File: config.mk
export PLATFORM = sky130hd
export DESIGN_NAME = ram_port_arbiter
export DESIGN_NICKNAME = d
export VERILOG_FILES = /design/src/rtl/ram_port_arbiter.sv
export SDC_FILE = /design/constraint.sdc
export NUM_CORES = 1
export LEC_CHECK = 0
export CAP_MARGIN = 20
export CORE_MARGIN = 4
export CORE_UTILIZATION = 27
export CTS_BUF_LIST = sky130_fd_sc_hd__clkbuf_4
export DETAILED_ROUTE_END_ITERATION = 8
export GPL_TIMING_DRIVEN = 0
export PLACE_DENSITY_LB_ADDON = 0.3
export SKIP_LAST_GASP = 1
export SYNTH_ARGS = -nofsm -noshare
export SYNTH_HDL_FRONTEND = slang
export SYNTH_SLANG_ARGS = --single-unit
File: constraint.sdc
create_clock -name clk -period 2 [get_ports clk]
set_input_delay 0.5 -clock clk [delete_from_list [all_inputs] [get_ports clk]]
set_output_delay 0.5 -clock clk [all_outputs]
set_load 0.05 [all_outputs]
File: src/rtl/ram_port_arbiter.sv
// rtl/ram_port_arbiter.sv - two-requester arbiter and access sequencer for the 1024x32 data RAM
// Optional: define ARB_FIXED_PRIO_EN to give m0 fixed priority instead of round-robin.
module ram_port_arbiter #(
  parameter int ADDR_W = 12,
  parameter int DATA_W = 32
) (
  input  logic              clk,
  input  logic              rst,
  input  logic              m0_req,
  input  logic              m0_we,
  input  logic [1:0]        m0_size,
  input  logic              m0_signed,
  input  logic [ADDR_W-1:0] m0_addr,
  input  logic [DATA_W-1:0] m0_wdata,
  output logic              m0_ack,
  output logic              m0_err,
  output logic [DATA_W-1:0] m0_rdata,
  input  logic              m1_req,
  input  logic              m1_we,
  input  logic [1:0]        m1_size,
  input  logic              m1_signed,
  input  logic [ADDR_W-1:0] m1_addr,
  input  logic [DATA_W-1:0] m1_wdata,
  output logic              m1_ack,
  output logic              m1_err,
  output logic [DATA_W-1:0] m1_rdata,
  output logic              ram_rw,
  output logic [3:0]        ram_sel,
  output logic [ADDR_W-3:0] ram_addr,
  output logic [DATA_W-1:0] ram_data_in,
  input  logic [DATA_W-1:0] ram_data_out
);
  typedef enum logic {IDLE, BUSY} state_t;

  state_t      state_q, state_d;
  logic        gnt_q, gnt_d;
  logic        err_q, err_d;
  logic        we_q, we_d;
  logic [1:0]  size_q, size_d;
  logic        sgn_q, sgn_d;
`ifndef ARB_FIXED_PRIO_EN
  logic        last_q, last_d;
`endif

  logic              any_req, pick, busy;
  logic              r_we, r_sgn;
  logic [1:0]        r_size;
  logic [ADDR_W-1:0] r_addr;
  logic [DATA_W-1:0] r_wdata;
  logic              legal;
  logic [3:0]        lane_sel;
  logic [DATA_W-1:0] lane_data, ext_data;

  assign any_req = m0_req | m1_req;

  always_comb begin
    pick = m0_req ? 1'b0 : 1'b1;
`ifndef ARB_FIXED_PRIO_EN
    if (m0_req && m1_req) pick = ~last_q;
`endif
  end

  assign r_we    = pick ? m1_we     : m0_we;
  assign r_sgn   = pick ? m1_signed : m0_signed;
  assign r_size  = pick ? m1_size   : m0_size;
  assign r_addr  = pick ? m1_addr   : m0_addr;
  assign r_wdata = pick ? m1_wdata  : m0_wdata;

  // Lane placement of the granted request; size 11 stays illegal by default.
  always_comb begin
    legal     = 1'b0;
    lane_sel  = 4'b0000;
    lane_data = '0;
    case (r_size)
      2'b00: begin
        legal     = 1'b1;
        lane_sel  = 4'b0001 << r_addr[1:0];
        lane_data = {24'd0, r_wdata[7:0]} << {r_addr[1:0], 3'b000};
      end
      2'b01: begin
        legal     = ~r_addr[0];
        lane_sel  = r_addr[1] ? 4'b1100 : 4'b0011;
        lane_data = r_addr[1] ? {r_wdata[15:0], 16'd0} : {16'd0, r_wdata[15:0]};
      end
      2'b10: begin
        legal     = (r_addr[1:0] == 2'b00);
        lane_sel  = 4'b1111;
        lane_data = r_wdata;
      end
      default: ;
    endcase
  end

  always_comb begin
    state_d     = state_q;
    gnt_d       = gnt_q;
    err_d       = err_q;
    we_d        = we_q;
    size_d      = size_q;
    sgn_d       = sgn_q;
`ifndef ARB_FIXED_PRIO_EN
    last_d      = last_q;
`endif
    ram_rw      = 1'b0;
    ram_sel     = 4'b0000;
    ram_addr    = '0;
    ram_data_in = '0;
    case (state_q)
      IDLE: begin
        if (any_req) begin
          ram_addr = r_addr[ADDR_W-1:2];
          if (legal) begin
            ram_rw      = r_we;
            ram_sel     = lane_sel;
            ram_data_in = lane_data;
          end
          state_d = BUSY;
          gnt_d   = pick;
          err_d   = ~legal;
          we_d    = r_we;
          size_d  = r_size;
          sgn_d   = r_sgn;
`ifndef ARB_FIXED_PRIO_EN
          last_d  = pick;
`endif
        end
      end
      BUSY: state_d = IDLE;
    endcase
  end

  always_ff @(posedge clk or posedge rst) begin
    if (rst) begin
      state_q <= IDLE;
      gnt_q   <= 1'b0;
      err_q   <= 1'b0;
      we_q    <= 1'b0;
      size_q  <= 2'b00;
      sgn_q   <= 1'b0;
`ifndef ARB_FIXED_PRIO_EN
      last_q  <= 1'b1;
`endif
    end else begin
      state_q <= state_d;
      gnt_q   <= gnt_d;
      err_q   <= err_d;
      we_q    <= we_d;
      size_q  <= size_d;
      sgn_q   <= sgn_d;
`ifndef ARB_FIXED_PRIO_EN
      last_q  <= last_d;
`endif
    end
  end

  // RAM returns low-justified zero-extended data, so only signed loads need work.
  always_comb begin
    ext_data = ram_data_out;
    if (sgn_q && size_q == 2'b00) ext_data = {{24{ram_data_out[7]}}, ram_data_out[7:0]};
    else if (sgn_q && size_q == 2'b01) ext_data = {{16{ram_data_out[15]}}, ram_data_out[15:0]};
    if (we_q || err_q) ext_data = '0;
  end

  assign busy     = (state_q == BUSY);
  assign m0_ack   = busy & ~gnt_q;
  assign m0_err   = busy & ~gnt_q & err_q;
  assign m0_rdata = (busy & ~gnt_q) ? ext_data : '0;
  assign m1_ack   = busy & gnt_q;
  assign m1_err   = busy & gnt_q & err_q;
  assign m1_rdata = (busy & gnt_q) ? ext_data : '0;
endmodule

======== Yosys cells after proc, flatten, opt, wreduce, memory -nomap -nowiden ========
Index checks and enable logic that the tools add are counted.
word-level totals
  register bits ........................... 8
  output and inout port bits .............. 115
operators by class
  equality and inequality tests ........... 3
  shift operators ......................... 2
  multiplexer cells ....................... 30
  bitwise logic cells ..................... 10
  reductions and logical operators ........ 8
operator list
  kind                                                 count
  2-to-1 mux 32 bit                                    10
  one-hot mux 32 bit (3 select lines)                  1
  left shift 8 x 5 -> 32 bit                           1
  2-to-1 mux 10 bit                                    2
  2-to-1 mux 4 bit                                     4
  2-to-1 mux 12 bit                                    1
  one-hot mux 4 bit (3 select lines)                   1
  2-to-1 mux 1 bit                                     8
  logical NOT 2 bit                                    3
  NOT 1 bit                                            5
  bitwise AND 1 bit                                    4
  equality test 2 x 1 -> 1 bit, second input constant  2
  left shift 1 x 2 -> 4 bit, first input constant      1
  logical AND 1 bit                                    3
  one-hot mux 1 bit (3 select lines)                   1
  equality test 2 bit, second input constant           1
  2-to-1 mux 2 bit                                     1
  one-hot mux 1 bit (2 select lines)                   1
  AND reduction 2 bit                                  1
  logical OR 1 bit                                     1
  bitwise OR 1 bit                                     1

======== Logic depth before layout (Yosys ltp) ========
Gate-level depths: netlist of the first run.
  depth after elaboration ................. 8
  mapped depth ............................ 7
  gate-level depth less buffers ........... 5

======== Worst setup path before layout of the first run ========
OpenSTA, ideal clock, no wires.
  path kind ............................... reg2out
  from .................................... reg last_q
  to ...................................... out ram_data_in[26]
  arrival ................................. 2,550 ps
  data required time ...................... 1,500 ps
  setup slack ............................. -1,050 ps
  cell stages (with the launch flop) ...... 6
  path through ............................ dfstp_2 nor2b_4 nor2_4 mux2i_2 a311oi_1 a211oi_1
between the ends
  cells in the longest elaborated chain, start to end .. 8
RTL lines
  element                                                                                           RTL line  RTL
  start, declared                                                                                   42        logic last_q, last_d;
  start signal, assigned                                                                            151       last_q <= last_d;
  NOT 1 bit (*)                                                                                     59        if (m0_req && m1_req) pick = ~last_q;
  2-to-1 mux 1 bit (*)                                                                              59
  2-to-1 mux 32 bit, or another cell as far along                                                   67        assign r_wdata = pick ? m1_wdata : m0_wdata;
  left shift 8 x 5 -> 32 bit, or another cell as far along                                          78        lane_data = {24'd0, r_wdata[7:0]} << {r_addr[1:0], 3'b000};
  one-hot mux 32 bit (3 select lines) / one-hot mux 1 bit (3 select lines) (equally long branches)  74        case (r_size)
  2-to-1 mux 32 bit (*)                                                                             112       if (legal) begin
  2-to-1 mux 32 bit (*)                                                                             110       if (any_req) begin
  2-to-1 mux 32 bit (*)                                                                             108       case (state_q)
  end, declared                                                                                     30        output logic [DATA_W-1:0] ram_data_in,
Every way passes the cells marked *; elsewhere a longest branch is shown, timed or not.

======== Worst setup path in the final report of the first run ========
  from .................................... reg last_q
  to ...................................... out ram_data_in[31]
Same word-level chain as after synthesis.

==> summary.txt, run 1 <==
Min path
  – Hold Path Class: in2async

STA
  – Slew Limit Fails: 0
  – Final Hold Fails: 0
  – Post-route clock skew: ~0.0028 ns
  – Final setup margin: -0.744 ns
  – Worst rel slew slack: between 60% and 70%
  – Period utilization: 137%
  – Setup TNS: -52.52 ns
  – Endpoints failing setup: 107
  – Period minus WS final: 2.74 ns
  – RSZ-0062 raised after global routing: true
  – Worst hold slack: 0.502 ns
  – Slew @ Worst Pin: about 0.57 ns
  – Fmax: 0.364 GHz

Critical path
  – CP Launch Point: last_q$_DFFE_PP1P_
  – FF-to-FF Start: last_q$_DFFE_PP1P_
  – Crit path required time: about 1.5 ns
  – CP Capture Type: output port
  – Arr. time, crit path: approximately 2.2 ns
  – CP Max Fanout: 6
  – Critical Path Source Type: flip-flop
  – Critical path class: reg2out

Layout
  – Share of post-route cells with drive strength above 1: approximately three fifths
  – Fin area: around 0.0078 mm²
  – Layout area overhead: 238%
  – Layout Cells excl Fill: 810
  – Nets@finish: ~840
  – Final core occ: 94.1%

Clock tree
  – H-Tree Depth: 1
  – Clk Latency, worst-skew pair: 0.27 ns
  – Clock Sinks: 8
  – Maximum clock path buffer count: 2
  – CTS tree: yes
  – CTS root buf: clkbuf_4
  – Clock transition at path regs: about 0.07 ns
  – CTS Buf Count: 3

Logic synthesis
  – Mapped Nets: 516
  – Count leader, synth: nor2_1
  – Warnings, synthesis: 0
  – Synthesis-stage register bit count: 8
  – Commonest cells post-synth: nor2_1, a21oi_1, nand2_1
  – Synth area leader: a21oi_1
  – Post-synth EDFFs: 0
  – Synthesized area: about 0.0023 mm²
  – Mean post-synth cell area: 6.00 µm²
  – Top cells by area, synth: a21oi_1, nor2_1, dfrtp_1
  – Yosys top cell area share: between 10 and 15%
  – Cell count after synthesis: about 380
  – Main flop type after synthesis: dfrtp_1
  – Post-synthesis async set-or-reset flop share: between 90% and 100%
  – Seq/Total Area, Yosys: under 10%
  – Netlist cell types: 52

GRT
  – Total GRT Usage: a little over a third
  – First-pass GRT wire length: 28600 µm
  – Initial antenna violation count: 1
  – Number of global-route vias before repair: approximately 5.1k
  – Total gr overflow: 0
  – Largest net degree at the start of global routing: 12

Status
  – Status: complete, but fails checks
  – Failing checks: setup timing

Power and ir drop
  – Peak VDD IR: 0.319 mV
  – P per Cell Area: 520 mW/mm²
  – Overall power: slightly above 4 mW
  – Pleak: roughly 3 nW

Drt
  – Final ANT Viol Nets: 0
  – First DRT Iteration DRCs: about 480
  – Vias: 5227
  – Wire length per cell: ~29 µm
  – Final wirelength: 23400 µm
  – Via density: 6.45
  – DR DRC count: 0
  – DR pass1 iterations: 8

Die
  – Die ar.: between 0.01 and 0.015 mm²
  – Die Ht: 100 µm
  – Initial Util: ~28%
  – Chip width: roughly 100 µm
  – Placeable Area: between 0.008 and 0.009 mm²
  – # IOs: about 250
  – Row count: 33

Placement
  – Post-place instance area: just under 0.006 mm²
  – Port buffer count: ~240
  – Pre-CTS WS: -1.81 ns
  – Placed cell count: 731
  – Hpwl dp: ~11000 µm
  – Placer congestion estimate: 0.993

Run
  – Max cap viols: 0
## cells in the final DEF (no fill, tap or decap), types with 9 or more instances in the layout
cell	n
buf_12	13
buf_8	41
clkbuf_4	11
nor2_4	59
nand3_1	24
clkdlybuf4s50_1	119
o21ai_0	10
buf_4	38
and3_1	13
a21oi_4	45
buf_6	102
nor2_2	9
nand2_1	29
## timing repair
item	CTS	global route
buffers inserted	60	11
pin swaps	67	32
setup endpoints to repair	119	114
hold buffers	0	0
gates resized for setup	963	123
hold endpoints to repair	0	0
cloned	8	3
## worst max-delay path, cell delays in order, from the launching register on
cell and delay, ns:
dfstp_2 0.59, buf_4 0.16, o21ai_4 0.12, buf_4 0.17, nor4_4 0.30, buf_6 0.19
nand2b_4 0.06, a41oi_4 0.19, buf_6 0.19
## cell type report
class	instances	area (µm²)
diodes	1	2.50
plain buffers	27	393
clock buffers	4	30.0
fillers	231	487
inverters	11	43.8
multi-input cells	337	3470
flip-flops and latches	8	203
well taps	105	131
repair buffers	317	3500
## state kept, by name, summed over array words and instances (netlist names)
signal / cells
last_q: 1
err_q: 1
gnt_q: 1
busy: 1
sgn_q: 1
we_q: 1
size_q: 2
## power breakdown
group	internal (mW)	switching, mW
combinational	1.55	2.09
sequential	0.198	0.0428
clock	0.0908	0.0796
## path summary, 6_finish.rpt
check,endpoint,cells past startpoint,slack [ns]
max,ram_data_in[31],8,-0.74
max in group asynchronous,last_q$_DFFE_PP1P_,2,1.20
max reg2reg,we_q$_DFFE_PP0P_,8,0.04
min in group clk,last_q$_DFFE_PP1P_,2,0.61
min,gnt_q$_DFFE_PP0P_,2,0.50
min reg2reg,last_q$_DFFE_PP1P_,2,0.61
## cells by family after synthesis
family,count (synthesis),share of synthesized area (%)
buffers and inverters,42,8.75
AND/OR/NAND/NOR,194,40.2
flip-flops,8,8.75
multiplexers,12,5.49
AO/OA/AOI/OAI,128,36.8
## layer usage
layer | GRT usage [%] | up-vias | part of all wire, %
li1 | - | 2054 | -
met1 | 37.2 | 2421 | 31
met2 | 66.8 | 545 | 49
met3 | 9.38 | 207 | 11
met4 | 17.1 | 0 | 9.0
met5 | 0 | - | 0
(Power assumes the default switching activity.)
==> run 2: changes to the inputs <==
--- a/config.mk
+++ b/config.mk
@@ -9,6 +9,7 @@
 export CORE_MARGIN = 4
 export CORE_UTILIZATION = 27
 export CTS_BUF_LIST = sky130_fd_sc_hd__clkbuf_4
+export CTS_CLUSTER_SIZE = 24
 export DETAILED_ROUTE_END_ITERATION = 8
 export GPL_TIMING_DRIVEN = 0
 export PLACE_DENSITY_LB_ADDON = 0.3
==> results of run 2 <==
Same layout as run 1: the final DEF is identical, and so are final timing and power.
==> run 3: changes to the inputs <==
--- a/config.mk
+++ b/config.mk
@@ -11,8 +11,8 @@
 export CTS_BUF_LIST = sky130_fd_sc_hd__clkbuf_4
 export CTS_CLUSTER_SIZE = 24
 export DETAILED_ROUTE_END_ITERATION = 8
-export GPL_TIMING_DRIVEN = 0
 export PLACE_DENSITY_LB_ADDON = 0.3
+export RECOVER_POWER = 50
 export SKIP_LAST_GASP = 1
 export SYNTH_ARGS = -nofsm -noshare
 export SYNTH_HDL_FRONTEND = slang
==> run 3 against run 2 <==
- the run now fails in 4_1_cts
- synthesized cell count stayed put
- synthesized area did not move
==> summary.txt, run 3 <==
Die
  – Row count: 33 (unchanged)
  – Initial Util: 27.9% (unchanged)
  – Die Ht: 100 µm (unchanged)
  – # IOs: 247 (unchanged)
  – Chip width: 100 µm (unchanged)

Logic synthesis
  – Synthesis-stage register bit count: 8 (unchanged)
  – Synthesized area: 0.00230 mm² (unchanged)
  – Mapped Nets: 516 (unchanged)
  – Main flop type after synthesis: dfrtp_1
  – Commonest cells post-synth: nor2_1, a21oi_1, nand2_1
  – Count leader, synth: nor2_1
  – Post-synth EDFFs: 0 (unchanged)
  – Seq/Total Area, Yosys: 8.75% (unchanged)
  – Mean post-synth cell area: 6.00 µm² (unchanged)
  – Synth area leader: a21oi_1
  – Warnings, synthesis: 0 (unchanged)
  – Cell count after synthesis: 384 (unchanged)
  – Netlist cell types: 52 (unchanged)
  – Yosys top cell area share: 12.2% (unchanged)
  – Post-synthesis async set-or-reset flop share: 100% (unchanged)
  – Top cells by area, synth: a21oi_1, nor2_1, dfrtp_1

Clock tree
  – H-Tree Depth: 1 (unchanged)
  – Post-CTS setup buffers: 45 (-25%)
  – Hold-fix buffers, CTS: 0 (unchanged)
  – Post-CTS Resized: 238 (-75%)
  – CTS Buf Count: 3 (unchanged)
  – CTS root buf: clkbuf_4
  – Maximum clock path buffer count: 2 (unchanged)
  – Clock Sinks: 8 (unchanged)

Placement
  – Hpwl dp: 14200 µm (+23%)
  – Port buffer count: 246 (+1.7%)
  – Placed cell count: 826 (+13%)
  – Pre-CTS WS: -1.11 ns (+0.702 ns)
  – Placer congestion estimate: 0.968 (-2.4%)

Status
  – Exit stage: 4_1_cts
  – Status: did not finish
  – Log Error: [ERROR DPL-0038] Utilization greater than 100%, impossible to legalize
[run 3: cell counts after synthesis]
Identical to the previous run, type by type.
[run 3: cells by family after synthesis]
kind of cell,synth area share [%]
AOI/OAI and AO/OA,36.8
buffers and inverters,8.75
DFF,8.75
muxes,5.49
and+or+nand+nor,40.2
[run 3: stage by stage]
stage	instance area [µm²]	setup TNS [ns]
floorplan	3360	-23.46
global placement	7400	-53.51
detailed placement	7400	-59.53
==> run 4: changes to the inputs <==
--- a/config.mk
+++ b/config.mk
@@ -7,11 +7,9 @@
 export LEC_CHECK = 0
 export CAP_MARGIN = 20
 export CORE_MARGIN = 4
-export CORE_UTILIZATION = 27
-export CTS_BUF_LIST = sky130_fd_sc_hd__clkbuf_4
-export CTS_CLUSTER_SIZE = 24
+export CORE_UTILIZATION = 29
 export DETAILED_ROUTE_END_ITERATION = 8
-export PLACE_DENSITY_LB_ADDON = 0.3
+export PLACE_DENSITY_LB_ADDON = 0.15
 export RECOVER_POWER = 50
 export SKIP_LAST_GASP = 1
 export SYNTH_ARGS = -nofsm -noshare
==> constraint.sdc (replaced) <==
create_clock -name clk -period 2.6 [get_ports clk]
set_input_delay 0.65 -clock clk [delete_from_list [all_inputs] [get_ports clk]]
set_output_delay 0.65 -clock clk [all_outputs]
set_load 0.05 [all_outputs]
==> run 4 against run 3 <==
- the flow now finishes, with violations (setup timing)
==> summary.txt, run 4 (synthesis results as in run 1) <==
Critical path
  – Worst path most repeated cell: buf_6
  – CP Max Fanout: 10
  – Arr. time, crit path: ~2.3 ns
  – Max incr delay on CP: approximately 0.57 ns
  – Reg2reg setup slack: approximately 0.66 ns
  – Crit path cell chain: buf_4 > o21ai_4 > buf_12 > nor4_4 > buf_6 > nand2b_1 > a41oi_4 > buf_6
  – Critical Path Source Type: flip-flop
  – Slowest CP cell: dfstp_2
  – Crit path required time: between 1.5 and 2 ns
  – Critical path class: reg2out
  – CP Capture Type: output port

STA
  – Slew @ Worst Pin: 0.592 ns
  – Slew Limit Fails: 0
  – Post-route clock skew: 0.00463 ns
  – Period minus WS final: roughly 2.9 ns
  – Final Hold Fails: 0
  – Endpoints failing setup: 72
  – Final setup margin: -0.329 ns
  – Worst rel slew slack: around three fifths
  – Period utilization: 113%
  – Fmax: around 0.34 GHz
  – RSZ-0062 raised after global routing: true

Placement
  – Post-place instance area: 0.00660 mm² (-11%)
  – Pre-CTS WS: -0.814 ns (+0.292 ns)
  – Port buffer count: 246 (unchanged)
  – Hpwl dp: 13600 µm (-4.1%)
  – Placer congestion estimate: 0.955 (-1.3%)

Status
  – Failing checks: setup timing
  – Status: complete, but fails checks

Drt
  – Final ANT Viol Nets: 0
  – Via density: 6.67
  – First DRT Iteration DRCs: about 590
  – DR DRC count: 0
  – DR pass1 iterations: 9
  – Vias: roughly 5.5k
  – Final wirelength: 25000 µm
  – Wire length per cell: 30.5 µm

Layout
  – Layout area overhead: 222%
  – Max reg flops: 2
  – Most frequent cells in the layout: clkdlybuf4s50_1, buf_4, buf_12, buf_6, nor2_2
  – Share of post-route cells with drive strength above 1: between 50% and 60%
  – Nets@finish: ~850
  – Most common cell after layout, fill and taps aside: clkdlybuf4s50_1
  – Final core occ: between 90% and 100%
  – Fin area: approximately 0.0074 mm²
  – Largest Register: size_q

Die
  – Die Ht: 97.1 µm (-3.2%)
  – Placeable Area: 0.00773 mm²
  – Die ar.: approximately 0.0094 mm²
  – Chip width: 97.1 µm (-3.2%)
  – Row count: 32 (-3.0%)
  – Initial Util: 29.8% (+1.9 points)
  – # IOs: 247 (unchanged)

GRT
  – First-pass GRT wire length: slightly above 30000 µm
  – Initial antenna violation count: 1
  – Number of global-route vias before repair: ~5.3k
  – Total GRT Usage: 40.7%
  – Total gr overflow: 0
  – Largest net degree at the start of global routing: 20

Clock tree
  – Hold-fix buffers, CTS: 0 (unchanged)
  – H-Tree Depth: 1 (unchanged)
  – CTS tree: yes
  – Maximum clock path buffer count: 2 (unchanged)
  – Clock Sinks: 8 (unchanged)
  – Clk Latency, worst-skew pair: ~0.23 ns
  – CTS root buf: clkbuf_8
  – Clock transition at path regs: approximately 0.04 ns
  – CTS Buf Count: 3 (unchanged)

Run
  – Max cap viols: 0

Power and ir drop
  – Peak VDD IR: about 0.20 mV
  – Overall power: 2.67 mW
  – P per Cell Area: between 300 and 400 mW/mm²
  – Pleak: 2.94 nW

Min path
  – Hold Path Class: reg2reg
-- run 4: repair_timing --
item	4_1_cts	5_1_grt
endpoints found under the hold margin	0	0
pin swaps	41	26
setup buffers	20	10
setup endpoints to repair	95	74
gates resized for setup	151	49
cloned	1	2
-- run 4: power by group --
part	internal, mW	switching, mW	total (mW)
clock	0.107	0.0556	0.162
sequential	0.152	0.0334	0.185
combinational	0.968	1.35	2.32
-- run 4: final timing paths --
| path | from | end | depth (start not counted) |
|---|---|---|---|
| max | last_q$_DFFE_PP1P_ | ram_data_in[31] | 8 |
| min | we_q$_DFFE_PP0P_ | we_q$_DFFE_PP0P_ | 2 |
| max reg2reg | last_q$_DFFE_PP1P_ | we_q$_DFFE_PP0P_ | 7 |
| min reg2reg | we_q$_DFFE_PP0P_ | we_q$_DFFE_PP0P_ | 2 |
| max in group asynchronous | rst | last_q$_DFFE_PP1P_ | 2 |
| min in group asynchronous | rst | gnt_q$_DFFE_PP0P_ | 2 |
-- run 4: critical path: cells and delay by family (launching register included) --
family                 cells  cell delay [ns]
AO/OA/AOI/OAI              2             0.29
flip-flops                 1             0.57
AND/OR/NAND/NOR            2             0.48
buffers and inverters      4             0.70
-- run 4: per-stage QoR --
step                hold WS [ns]  setup TNS [ns]  std cells
finish                     0.537           -9.00        819
global route               0.547          -10.18        819
CTS                        0.531           -3.52        808
detailed placement         0.512          -31.23        785
global placement           0.469          -27.54        785
floorplan                  0.451           -5.14        384
-- run 4: per-layer routing --
layer / wire (µm) / track usage, % / vias to the layer above
li1: - / - / 2069
met1: 7500 / 43.8 / 2489
met4: 2730 / 22.0 / 0
met2: 11800 / 75.0 / 648
met3: 2960 / 6.82 / 255
met5: 0 / 0 / -
-- run 4: layout make-up --
| class | count | area (µm²) |
|---|---|---|
| Tap cell | 102 | 128 |
| Multi-Input combinational cell | 334 | 2800 |
| Antenna cell | 1 | 2.50 |
| Clock buffer | 4 | 45.0 |
| Inverter | 11 | 46.3 |
| Sequential cell | 8 | 201 |
| Fill cell | 179 | 310 |
| Timing Repair Buffer | 359 | 4190 |
